File: config.mk
export PLATFORM = sky130hd
export DESIGN_NAME = inst_fetch
export DESIGN_NICKNAME = d
export VERILOG_FILES = /design/src/rtl/inst_fetch.sv
export SDC_FILE = /design/constraint.sdc
export NUM_CORES = 1
export LEC_CHECK = 0
export ABC_CLOCK_PERIOD_IN_PS = 2100
export BUFFER_PORTS_ARGS = -buffer_cell sky130_fd_sc_hd__buf_2
export CAP_MARGIN = 15
export CORE_ASPECT_RATIO = 1.4
export CORE_MARGIN = 5
export CORE_UTILIZATION = 30
export CTS_CLUSTER_DIAMETER = 30
export DETAILED_ROUTE_END_ITERATION = 10
export SLEW_MARGIN = 20
export SYNTH_ARGS = -nofsm -noshare
export SYNTH_HDL_FRONTEND = slang
export SYNTH_SLANG_ARGS = --single-unit
File: constraint.sdc
create_clock -name clk -period 2.1 [get_ports clk]
set_clock_uncertainty 0.1 [all_clocks]
set_input_delay 0.42 -clock clk [delete_from_list [all_inputs] [get_ports clk]]
set_output_delay 0.42 -clock clk [all_outputs]
set_load 0.05 [all_outputs]
File: src/rtl/inst_fetch.sv
// -----------------------------------------------------------------------------
// inst_fetch -- instruction fetch stage with a synchronous instruction ROM.
//
// A fetch takes two cycles: S_REQ presents pc to the ROM, and S_DATA sees the
// returned word. The instruction is handed to decode on a cycle where IF_over
// and ID_allow_in are both high.
//
// Jumps from decode that arrive while no handoff is taking place are parked in
// a pending-jump register. The parked jump wins over any later redirect at the
// next handoff.
//
// A write-back cancel flushes the stage. If exc_valid is also set, the flush
// redirects to exc_pc. Otherwise the current pc is fetched again.
//
// Configuration macro: FETCH_INST_BUF_EN
//   defined   : a decode stall in S_DATA copies the ROM word into a holding
//               buffer (state S_HOLD), and the ROM enable is dropped while
//               the stall lasts.
//   undefined : the stage waits in S_DATA with the address held steady and the
//               ROM enable kept high, so the ROM keeps returning the same
//               word. No buffer register exists in this build.
//
// Both builds hand decode the same sequence of pc/inst pairs.
// -----------------------------------------------------------------------------
module inst_fetch #(
  parameter logic [31:0] RESET_PC = 32'h0000_0000
) (
  input  logic        clk,
  input  logic        resetn,
  input  logic [32:0] jbr_bus,
  input  logic [32:0] exc_bus,
  input  logic        cancel,
  input  logic        ID_allow_in,
  input  logic [31:0] inst_rom_data,
  output logic [31:0] inst_addr,
  output logic        inst_rom_en,
  output logic        IF_over,
  output logic [63:0] IF_ID_bus,
  output logic [31:0] IF_pc
);

  typedef enum logic [1:0] {
    S_REQ  = 2'd0,
    S_DATA = 2'd1,
    S_HOLD = 2'd2
  } state_t;

  state_t      state_r;
  state_t      state_nxt_s;

  logic [31:0] pc_r;
  logic        jmp_valid_r;
  logic [31:0] jmp_target_r;

  logic        jbr_taken_s;
  logic [31:0] jbr_target_s;
  logic        exc_valid_s;
  logic [31:0] exc_pc_s;
  logic        flush_exc_s;
  logic        handoff_s;
  logic [31:0] next_pc_s;
  logic [31:0] inst_sel_s;

`ifdef FETCH_INST_BUF_EN
  logic [31:0] buf_r;
`endif

  // Split the incoming buses.
  assign jbr_taken_s  = jbr_bus[32];
  assign jbr_target_s = jbr_bus[31:0];
  assign exc_valid_s  = exc_bus[32];
  assign exc_pc_s     = exc_bus[31:0];

  // A cancel that carries an exception redirects. A plain cancel re-fetches.
  assign flush_exc_s  = exc_valid_s & cancel;

  // A handoff needs a valid instruction and a free decode slot. IF_over is
  // already forced low by any cancel.
  assign handoff_s    = IF_over & ID_allow_in;

  // A parked jump beats a jump that arrives on the same cycle, which in turn
  // beats the sequential address. The +4 wraps at 32 bits.
  assign next_pc_s    = jmp_valid_r ? jmp_target_r :
                        (jbr_taken_s ? jbr_target_s : (pc_r + 32'd4));

  // The ROM address and the display pc both come straight from the pc register.
  assign inst_addr    = pc_r;
  assign IF_pc        = pc_r;

  // FSM state register, with synchronous active-low reset.
  always_ff @(posedge clk) begin
    if (!resetn) begin
      state_r <= S_REQ;
    end else begin
      state_r <= state_nxt_s;
    end
  end

  // FSM next state. A flush or a handoff always restarts the fetch in S_REQ.
  always_comb begin
    state_nxt_s = state_r;
    if (cancel) begin
      state_nxt_s = S_REQ;
    end else if (handoff_s) begin
      state_nxt_s = S_REQ;
    end else begin
      case (state_r)
        S_REQ: begin
          state_nxt_s = S_DATA;
        end
        S_DATA: begin
          // Reaching this branch means decode is stalled.
`ifdef FETCH_INST_BUF_EN
          state_nxt_s = S_HOLD;
`else
          state_nxt_s = S_DATA;
`endif
        end
        S_HOLD: begin
`ifdef FETCH_INST_BUF_EN
          state_nxt_s = S_HOLD;
`else
          // This state cannot be reached in this build. Fall back to a fresh
          // fetch in case it is ever entered.
          state_nxt_s = S_REQ;
`endif
        end
        default: begin
          state_nxt_s = S_REQ;
        end
      endcase
    end
  end

  // FSM outputs: the valid flag, the ROM enable and the instruction source.
  always_comb begin
    IF_over     = 1'b0;
    inst_rom_en = 1'b1;
    inst_sel_s  = 32'd0;
    case (state_r)
      S_REQ: begin
        IF_over     = 1'b0;
        inst_rom_en = 1'b1;
        inst_sel_s  = 32'd0;
      end
      S_DATA: begin
        IF_over     = ~cancel;
        inst_rom_en = 1'b1;
        inst_sel_s  = inst_rom_data;
      end
      S_HOLD: begin
`ifdef FETCH_INST_BUF_EN
        IF_over     = ~cancel;
        inst_rom_en = 1'b0;
        inst_sel_s  = buf_r;
`else
        IF_over     = 1'b0;
        inst_rom_en = 1'b1;
        inst_sel_s  = 32'd0;
`endif
      end
      default: begin
        IF_over     = 1'b0;
        inst_rom_en = 1'b1;
        inst_sel_s  = 32'd0;
      end
    endcase
    if (IF_over) begin
      IF_ID_bus = {pc_r, inst_sel_s};
    end else begin
      IF_ID_bus = {pc_r, 32'd0};
    end
  end

  // Program counter: reset, then an exception redirect, then a re-fetch on a
  // plain cancel, then an advance on handoff.
  always_ff @(posedge clk) begin
    if (!resetn) begin
      pc_r <= RESET_PC;
    end else if (flush_exc_s) begin
      pc_r <= exc_pc_s;
    end else if (cancel) begin
      pc_r <= pc_r;
    end else if (handoff_s) begin
      pc_r <= next_pc_s;
    end else begin
      pc_r <= pc_r;
    end
  end

  // Pending jump: set by a jump that arrives with no handoff, used and cleared
  // at the next handoff, and dropped on any flush. A newer jump replaces an
  // older one.
  always_ff @(posedge clk) begin
    if (!resetn) begin
      jmp_valid_r  <= 1'b0;
      jmp_target_r <= 32'd0;
    end else if (cancel) begin
      jmp_valid_r  <= 1'b0;
      jmp_target_r <= 32'd0;
    end else if (handoff_s) begin
      jmp_valid_r  <= 1'b0;
      jmp_target_r <= 32'd0;
    end else if (jbr_taken_s) begin
      jmp_valid_r  <= 1'b1;
      jmp_target_r <= jbr_target_s;
    end else begin
      jmp_valid_r  <= jmp_valid_r;
      jmp_target_r <= jmp_target_r;
    end
  end

`ifdef FETCH_INST_BUF_EN
  // Holding buffer: copies the ROM word when decode stalls in S_DATA, and is
  // cleared on reset and on flush.
  always_ff @(posedge clk) begin
    if (!resetn) begin
      buf_r <= 32'd0;
    end else if (cancel) begin
      buf_r <= 32'd0;
    end else if ((state_r == S_DATA) && !ID_allow_in) begin
      buf_r <= inst_rom_data;
    end else begin
      buf_r <= buf_r;
    end
  end
`endif

endmodule

==> out/results.tsv, run 1 <==
stage	metric	value	unit
timing	rsz0062_at_grt	no	
global_routing	grt_max_degree	37	
cts	cts_buffer_depth	2	
route	drt_iter0_drc	218	
logic_synthesis	synthesis.nets	703	
cts	htree_levels	3	
critical_path	r2r_end	IF_pc[18]	
critical_path	critPathCapture	IF_ID_bus[7]	
logic_synthesis	yosysSeqAreaShare	0.291	
critical_path	r2r-start	IF_pc[8]	
timing	setup_violations	0	
critical_path	cp-end-kind	output port	
place	gp_congestion	0.873	
cts	cts_resized	0	
floorplanning	rows	53	
logic_synthesis	postSynth.asyncResetShare	0	
floorplanning	core_area	0.0149	mm2
cts	cts.sinks	66	
timing	max_freq	507	MHz
place	io_buffer_count	230	
cts	clockRootBuffer	clkbuf_16	
finish	stdcell_count	977	
timing	min_period	1970	ps
logic_synthesis	synth_cells	600	
run	maxCapViolCount	0	
critical_path	worst-setup-path-type	register to output port	
floorplanning	initial_core_util	0.304	
logic_synthesis	ys_warn_count	0	
worst_hold_path	hold_class	input pin to register	
finish	fin_nets	883	
critical_path	startpoint_type	register	
critical_path	crit_path_start	state_r[0]	
status	status	finished clean	
critical_path	rr_worst_depth	6	
pwr	p_switching	0.00147	W
timing	tns	0	ps
logic_synthesis	syn-mean-instance-area	7.56	um2
logic_synthesis	synth.distinct_cells	53	
logic_synthesis	synth.area.top_cells	dfxtp_1, buf_4, nand2_1, a21oi_1, and2_1	
logic_synthesis	synth_top_area_cell	dfxtp_1	
logic_synthesis	synth-seq-cells	66	
logic_synthesis	synth_enable_flop_cells	0	
pwr	cellPowerDensity	669	mW/mm2
finish	nFillCells	1601	
cts	clock_latency	330	ps
finish	final_core_util	0.400	
pwr	combinationalPowerShare	0.301	
floorplanning	die_h	155	um
logic_synthesis	synth.top_cell.area_share	0.291	
critical_path	crit_fanout	33	
timing	fin_crit_sh	0.940	
pwr	seq_power_share	0.352	
route	num_vias	4791	
pwr	switching_share	0.368	
critical_path	crit_arrival	1450	ps
finish	syn_to_final_growth	31.6	%
route	post-route-drc-count	0	
place	place_hpwl	12.3	mm
route	first_pass_iters	4	
cts	clk_pin_slew_worst_paths	60	ps
global_routing	grt_use_total	0.171	
timing	finalHoldViolCount	0	
route	vias_per_cell	4.90	
critical_path	ff2ff_setup_slack	170	ps
pwr	clock_power_share	0.348	
place	dp_cells	961	
cts	cts_setup_buffers	0	
global_routing	antenna_found_initial	1	
pwr	p_leak	2.88	nW
pwr	vdd_ir_drop_max	353	uV
floorplanning	die_w	114	um
pwr	total_power	0.00399	W
pwr	cell_internal_pwr	0.00252	W
global_routing	grt_pass1_wl	24.1	mm
finish	drive_gt1_frac	0.392	
cts	cts_tree	built	
route	drt-wirelength-per-cell	16.1	um
floorplanning	io_pins	232	
route	routed_wl	15.7	mm
critical_path	worst_ep_required_time	1580	ps
cts	ctsHoldBuffers	0	
route	ant_nets	0	
logic_synthesis	syn_area	0.00453	mm2
cts	cts_buffers	9	
global_routing	grt-ovfl-total	0	
timing	maxSlewViolCount	0	
global_routing	grt_pass1_vias	4497	
floorplanning	die-area	0.0177	mm2
logic_synthesis	synth-main-ff-cell	dfxtp_1	
## final cells by class
| type | instances | area, um2 | share of cell area |
|---|---|---|---|
| Tap cell | 192 | 240 | 0.0403 |
| Antenna cell | 1 | 2.50 | 0.000419 |
| Multi-Input combinational cell | 423 | 2560 | 0.429 |
| Inverter | 7 | 26.3 | 0.00440 |
| Clock buffer | 12 | 256 | 0.0430 |
| Timing Repair Buffer | 273 | 1530 | 0.257 |
| Sequential cell | 66 | 1340 | 0.224 |
| Clock inverter | 3 | 15.0 | 0.00252 |
## stage by stage
stage,cell area (um2),setup WS (ps),hold WS [ps]
floorplan,4550,-4.15,341
global placement,5680,221,357
detailed placement,5680,121,360
global route,5960,2.59,244
CTS,5950,71.0,205
finish,5970,126,210
## synthesized netlist by cell type, types with 3 or more instances
| cell | number |
|---|---|
| a211oi_1 | 5 |
| nor2b_1 | 3 |
| a21boi_0 | 4 |
| nor4_1 | 4 |
| nor2_1 | 33 |
| inv_1 | 7 |
| nand2_1 | 72 |
| a21oi_1 | 50 |
| and2_1 | 33 |
| clkbuf_1 | 34 |
| o221ai_1 | 8 |
| xor2_1 | 13 |
| nand2b_1 | 23 |
| o211a_1 | 3 |
| a31oi_1 | 3 |
| o2bb2ai_1 | 7 |
| dfxtp_1 | 66 |
| o21ai_0 | 31 |
| or3_1 | 4 |
| xnor2_1 | 6 |
| nor3_1 | 12 |
| nand3_1 | 18 |
| buf_1 | 4 |
| and3_1 | 8 |
| buf_4 | 65 |
| nand4_1 | 8 |
| mux2i_1 | 18 |
| o31ai_1 | 3 |
| o211ai_1 | 26 |
## per-layer routing
layer / global-route usage / wire (um) / vias up
met1: 0.215 / 6520 / 2205
met5: 0 / 11 / -
met4: 0.0656 / 304 / 2
met2: 0.286 / 7680 / 161
li1: - / - / 2400
met3: 0.0362 / 1170 / 23
## worst max-delay path, stage by stage (launching register included)
cell and delay, ps:
dfxtp_1 340, nor2b_1 160, buf_6 210, and2_1 160
buf_2 260
## how the worst min path moves through the flow
stage	from	to	slack, ps	depth (start not counted)
finish	exc_bus[11]	IF_pc[11]	210	3
CTS	exc_bus[11]	IF_pc[11]	200	3
floorplan	jmp_target_r[10]	IF_pc[10]	340	2
global placement	jmp_target_r[20]	jmp_target_r[20]	360	2
global route	exc_bus[11]	IF_pc[11]	240	3
detailed placement	jmp_target_r[11]	jmp_target_r[11]	360	2
## flip-flops by register name, indices dropped and copies added (netlist names)
name,count
jmp_valid_r,1
state_r,1
IF_pc,32
jmp_target_r,32
## power groups by stage
| stage | registers [W] | logic, W | clock network [W] |
|---|---|---|---|
| finish | 0.00140 | 0.00120 | 0.00139 |
| floorplan | 0.00157 | 0.000778 | 0 |
| global route | 0.00142 | 0.00128 | 0.00147 |
| detailed placement | 0.00143 | 0.00120 | 0 |
| CTS | 0.00140 | 0.00121 | 0.00142 |
| global placement | 0.00143 | 0.00120 | 0 |
## logic make-up (layout without fill, tap and decap cells)
| logic type | count (synthesis) | count (layout) | share of synthesized area |
|---|---|---|---|
| AOI/OAI and AO/OA | 151 | 151 | 0.211 |
| xor gates and xnor gates | 19 | 19 | 0.0367 |
| adders and majority gates | 1 | 1 | 0.00276 |
| buffers and inverters | 111 | 295 | 0.146 |
| DFF | 66 | 66 | 0.291 |
| muxes | 19 | 19 | 0.0422 |
| other | 1 | 2 | 0.000827 |
| and+or+nand+nor | 232 | 232 | 0.269 |
## layout by cell type, fill, tap and decap left out, types with 5 or more instances in the layout
master,n
o2bb2ai_1,7
xor2_1,13
o221ai_1,8
mux2i_1,18
nand3_1,18
nand4_1,8
dfxtp_2,11
clkbuf_16,9
buf_2,228
nand2_1,72
buf_4,38
nor2_1,33
nor3_1,12
inv_1,7
xnor2_1,6
o21ai_0,31
and2_1,33
and3_1,8
dfxtp_1,55
o211ai_1,26
a211oi_1,5
nand2b_1,23
a21oi_1,50
No activity file was read; power rests on OpenSTA's default activity.
==> run 2: changes to the inputs <==
REMOVE_ABC_BUFFERS = 1   (was unset)
==> run 2 against run 1 <==
Net effect: first-iteration DRC count decreased by 32%; final area about the same; sequential power about the same; clock-buffer cell count is the same.
==> out/results.tsv, run 2 (synthesized netlist as in run 1, its figures left out) <==
stage	metric	value	unit	change
status	status	finished clean		
floorplanning	io_pins	232		unchanged
timing	min_period	1970	ps	-4.88 ps
pwr	seq_power_share	0.355		+0.003
route	routed_wl	15.1	mm	-3.7%
route	wl_met1	6.09	mm	-6.5%
pwr	combinationalPowerShare	0.313		+0.012
critical_path	cp_cell_sequence	nor2b_1, buf_12, and2_1, buf_2		
floorplanning	rows	53		unchanged
pwr	switching_share	0.369		+0.00110
finish	seqCellArea	0.00132	mm2	-0.94%
route	drt_iter0_drc	149		-32%
worst_hold_path	hold_class	input pin to register		
finish	drive_gt1_frac	0.375		-0.0161
critical_path	r2r_end	IF_pc[30]		
cts	cts_tree	built		
critical_path	cp_slowest_stage_delay	330	ps	about the same
timing	setup_ws	131	ps	+4.88 ps
finish	diodes	0		-1
finish	multi_input_area	0.00256	mm2	about the same
timing	maxSlewViolCount	0		unchanged
route	vias_per_cell	4.89		-0.32%
critical_path	worst-setup-path-type	register to output port		
pwr	clock_power_share	0.331		-0.017
route	top_layer	met4		
critical_path	cp-end-kind	output port		
route	first_pass_iters	4		unchanged
global_routing	grt_pass1_vias	4531		+0.76%
cts	cts_buffers	9		unchanged
cts	clk_pin_slew_worst_paths	60	ps	about the same
place	place_hpwl	11.6	mm	-6.0%
critical_path	r2r-start	IF_pc[2]		
worst_hold_path	hold_path_depth	3		unchanged
place	io_buffer_count	230		unchanged
pwr	cellPowerDensity	652	mW/mm2	-2.5%
finish	fin_nets	884		+0.11%
critical_path	crit_arrival	1450	ps	about the same
critical_path	rr_worst_depth	8		+2
cts	htree_levels	3		unchanged
critical_path	critical_path_depth	4		unchanged
route	drt-wirelength-per-cell	15.5	um	-3.5%
finish	final_core_util	0.400		about the same
global_routing	grt_max_degree	37		unchanged
timing	max_freq	508	MHz	+0.25%
worst_hold_path	hold_end	IF_pc[11]		
route	wl_met3	1.21	mm	+2.7%
finish	nFillCells	1640		+2.4%
timing	rsz0062_at_grt	no		
pwr	p_switching	0.00144	W	-2.1%
finish	layout_commonest_cell	buf_2		
critical_path	cp_slowest_cell	dfxtp_1		
global_routing	grt-ovfl-total	0		unchanged
run	maxCapViolCount	0		unchanged
critical_path	crit_fanout	33		unchanged
place	gp_congestion	0.803		-8.0%
cts	clock_latency	330	ps	about the same
route	wl_met2	7.61	mm	-0.95%
timing	fin_crit_sh	0.938		-0.00232
floorplanning	die_h	155	um	unchanged
global_routing	grt_use_total	0.164		-0.00746
floorplanning	die-area	0.0177	mm2	unchanged
worst_hold_path	min_from	exc_bus[11]		
timing	holdWs	217	ps	+6.70 ps
critical_path	worst_ep_required_time	1580	ps	about the same
route	num_vias	4766		-0.52%
floorplanning	die_w	114	um	unchanged
floorplanning	core_area	0.0149	mm2	unchanged
critical_path	crit_buf_inv	2		unchanged
timing	setup_violations	0		unchanged
cts	cts.sinks	66		unchanged
global_routing	antenna_found_initial	0		-1
cts	clockRootBuffer	clkbuf_16		
pwr	vdd_ir_drop_max	323	uV	-8.6%
pwr	p_leak	2.89	nW	about the same
cts	cts_buffer_depth	2		unchanged
critical_path	ff2ff_setup_slack	180	ps	about the same
global_routing	grt_pass1_wl	23.3	mm	-3.2%
cts	cts_setup_buffers	0		unchanged
place	dpl-instance-area	0.00572	mm2	+0.84%
pwr	cell_internal_pwr	0.00246	W	-2.6%
finish	fin_area	0.00597	mm2	about the same
route	ant_nets	0		unchanged
route	post-route-drc-count	0		unchanged
finish	layout.cells.most_common_list	buf_2, nand2_1, dfxtp_1, a21oi_1, buf_4		
timing	tns	0	ps	unchanged
finish	syn_to_final_growth	31.7	%	about the same
place	detailedPlace.worstSlack	38.4	ps	-82.6 ps
critical_path	startpoint_type	register		
critical_path	path_delay_family	buffers and inverters		
floorplanning	initial_core_util	0.304		unchanged
timing	finalHoldViolCount	0		unchanged
-- run 2: worst max-delay path by stage --
stage / to / slack, ps / from
finish: IF_ID_bus[25] / 130 / state_r[0]
detailed placement: IF_pc[30] / 40 / IF_pc[2]
global route: IF_pc[18] / 7 / IF_pc[2]
floorplan: IF_pc[18] / -990 / IF_pc[2]
CTS: IF_pc[30] / 20 / IF_pc[2]
global placement: IF_pc[30] / 100 / IF_pc[2]
-- run 2: power by group through the flow --
stage / Clock [W] / Sequential [W] / Combinational, W
6_report: 0.00129 / 0.00138 / 0.00122
5_1_grt: 0.00138 / 0.00140 / 0.00130
4_1_cts: 0.00133 / 0.00138 / 0.00123
3_5_place_dp: 0 / 0.00141 / 0.00123
3_3_place_gp: 0 / 0.00141 / 0.00123
2_1_floorplan: 0 / 0.00188 / 0.000309
-- run 2: area by class of cell --
cell class	instances	area share
clock buffer	12	0.0396
clock inverter	1	0.000838
inverter	7	0.00440
multi-input combinational	423	0.428
sequential	66	0.222
tap	192	0.0402
timing repair buffer	274	0.265
-- run 2: per-layer routing --
layer / GRT usage / vias to the layer above
met1: 0.195 / 2180
met5: 0 / -
met4: 0.0447 / 0
li1: - / 2396
met3: 0.0350 / 15
met2: 0.294 / 175
-- run 2: per-stage QoR --
stage               instances  power [W]
floorplan                 496    0.00219
global placement          962    0.00264
detailed placement        962    0.00264
CTS                       975    0.00394
global route              975    0.00408
finish                    975    0.00390
-- run 2: worst register-to-register path: cells and delay by family, from the launching register on --
family	cells	cell delay [ps]
compound gates	1	80
fa+ha+maj	1	230
buf+inv	2	380
flops	1	330
mux	1	200
simple gates	3	500
-- run 2: repair_timing --
action,CTS,global route
gates resized for setup,0,1
hold buffers,0,0
endpoints found under the setup margin,0,1
==> run 3: changes to the inputs <==
CELL_PAD_IN_SITES_DETAIL_PLACEMENT = 0   (was unset)
CELL_PAD_IN_SITES_GLOBAL_PLACEMENT = 1   (was unset)
PLACE_DENSITY_LB_ADDON = 0.1   (was unset)
==> run 3 against run 2 <==
Net effect: sequential power barely moved; final cell count fell by 0.10%; flip-flop and latch count did not move; via count is 0.31% higher; first-iteration DRC count decreased by 36%; worst setup slack worse by 21 ps; largest cell class unchanged; highest routed layer unchanged.
==> out/results.tsv, run 3 (synthesized netlist as in run 1, its figures left out) <==
stage	metric	value	unit	change
floorplanning	core_area	0.0149	mm2	unchanged
timing	min_period	1990	ps	+20.8 ps
timing	max_freq	502	MHz	-1.0%
finish	seqCellArea	0.00132	mm2	unchanged
cts	clockRootBuffer	clkbuf_16		
pwr	switching_share	0.378		+0.00890
global_routing	grt_pass1_vias	4712		+4.0%
global_routing	grt_use_total	0.177		+0.0137
timing	setup_ws	110	ps	-20.8 ps
floorplanning	die-area	0.0177	mm2	unchanged
route	ant_nets	0		unchanged
route	drt_iter0_drc	96		-36%
floorplanning	die_w	114	um	unchanged
place	detailedPlace.worstSlack	171	ps	+132 ps
critical_path	worst-setup-path-type	register to output port		
pwr	cell_internal_pwr	0.00250	W	+1.7%
pwr	cellPowerDensity	673	mW/mm2	+3.1%
global_routing	antenna_found_initial	0		unchanged
critical_path	rr_worst_depth	6		-2
pwr	seq_power_share	0.346		-0.009
cts	clk_pin_slew_worst_paths	60	ps	about the same
route	first_pass_iters	5		+1
pwr	p_switching	0.00152	W	+5.6%
global_routing	grt_pass1_wl	25.1	mm	+7.5%
pwr	p_leak	2.87	nW	-0.43%
finish	layout_commonest_cell	buf_2		
place	io_buffer_count	230		unchanged
global_routing	grt-ovfl-total	0		unchanged
cts	clock_latency	340	ps	about the same
finish	fin_nets	880		-0.45%
finish	nFillCells	1571		-4.2%
worst_hold_path	hold_path_depth	3		unchanged
finish	multi_input_area	0.00256	mm2	unchanged
timing	maxSlewViolCount	0		unchanged
route	routed_wl	16.2	mm	+7.5%
finish	layout.cells.most_common_list	buf_2, nand2_1, dfxtp_1, a21oi_1, and2_1		
timing	tns	0	ps	unchanged
route	post-route-drc-count	0		unchanged
critical_path	startpoint_type	register		
pwr	total_power	0.00402	W	+3.1%
worst_hold_path	hold_class	input pin to register		
finish	syn_to_final_growth	31.7	%	about the same
cts	htree_levels	3		unchanged
timing	finalHoldViolCount	0		unchanged
floorplanning	initial_core_util	0.304		unchanged
pwr	clock_power_share	0.351		+0.020
finish	drive_gt1_frac	0.377		+0.00176
global_routing	grt_max_degree	37		unchanged
cts	cts_buffers	9		unchanged
finish	diodes	0		unchanged
floorplanning	io_pins	232		unchanged
cts	cts_buffer_depth	2		unchanged
cts	cts.sinks	66		unchanged
place	gp_congestion	0.784		-2.4%
pwr	combinationalPowerShare	0.303		-0.010
finish	stdcell_count	974		-0.10%
timing	fin_crit_sh	0.948		+0.00989
floorplanning	die_h	155	um	unchanged
timing	rsz0062_at_grt	no		
critical_path	worst_ep_required_time	1580	ps	about the same
critical_path	cp-end-kind	output port		
critical_path	crit_fanout	33		unchanged
route	num_vias	4781		+0.31%
place	place_hpwl	12.4	mm	+6.6%
timing	holdWs	211	ps	-5.93 ps
route	vias_per_cell	4.91		+0.42%
critical_path	crit_arrival	1470	ps	+20 ps
route	drt-wirelength-per-cell	16.7	um	+7.6%
run	maxCapViolCount	0		unchanged
cts	cts_tree	built		
status	status	finished clean		
pwr	vdd_ir_drop_max	319	uV	-1.3%
floorplanning	rows	53		unchanged
timing	setup_violations	0		unchanged
place	dp_cells	958		-0.42%
[run 3: changes by cell type in the layout (fill, tap and decap cells not counted), sizes merged]
cell      change
buf           -4
clkinvlp      +2
clkinv        +2
clkbuf        -1
[run 3: final cells by class]
cell class,count,share of cell area
well taps,192,0.0402
multi-input cells,423,0.428
inverters,7,0.00440
repair buffers,270,0.260
clock buffers,11,0.0406
clock inverters,5,0.00503
flip-flops and latches,66,0.221
[run 3: final timing paths]
path	start	end	slack, ps
setup / recovery	state_r[0]	IF_ID_bus[22]	110
setup reg to reg	IF_pc[6]	IF_pc[29]	190
hold / removal	exc_bus[11]	IF_pc[11]	210
hold reg to reg	jmp_target_r[22]	jmp_target_r[22]	370
[run 3: power groups by stage]
stage,logic [W],clock network [W],registers [W]
2_1_floorplan,0.000309,0,0.00188
6_report,0.00122,0.00141,0.00139
3_3_place_gp,0.00123,0,0.00142
5_1_grt,0.00130,0.00149,0.00140
4_1_cts,0.00123,0.00145,0.00139
3_5_place_dp,0.00123,0,0.00142
[run 3: repair_timing]
item                       in CTS  in global routing
gates resized for setup         0                  1
buffers inserted                0                  0
setup endpoints to repair       0                  1
hold buffers                    0                  0
[run 3: metrics by stage]
| step | area, um2 | utilization |
|---|---|---|
| final | 5970 | 0.400 |
| after global routing | 5970 | 0.400 |
| after CTS | 5970 | 0.400 |
| after detailed placement | 5690 | 0.382 |
| after global placement | 5690 | 0.382 |
| after floorplan | 3900 | - |
[run 3: metal layers]
layer	track usage	wire, um
met5	0	0
met4	0.0458	164
met3	0.0292	1160
met2	0.327	8450
met1	0.211	6470
[run 3: worst max-delay path, cell delays in order (launching register included)]
cell     delay (ps)
dfxtp_1         340
nor2b_1         220
buf_12          190
and2_1          230
buf_12          160
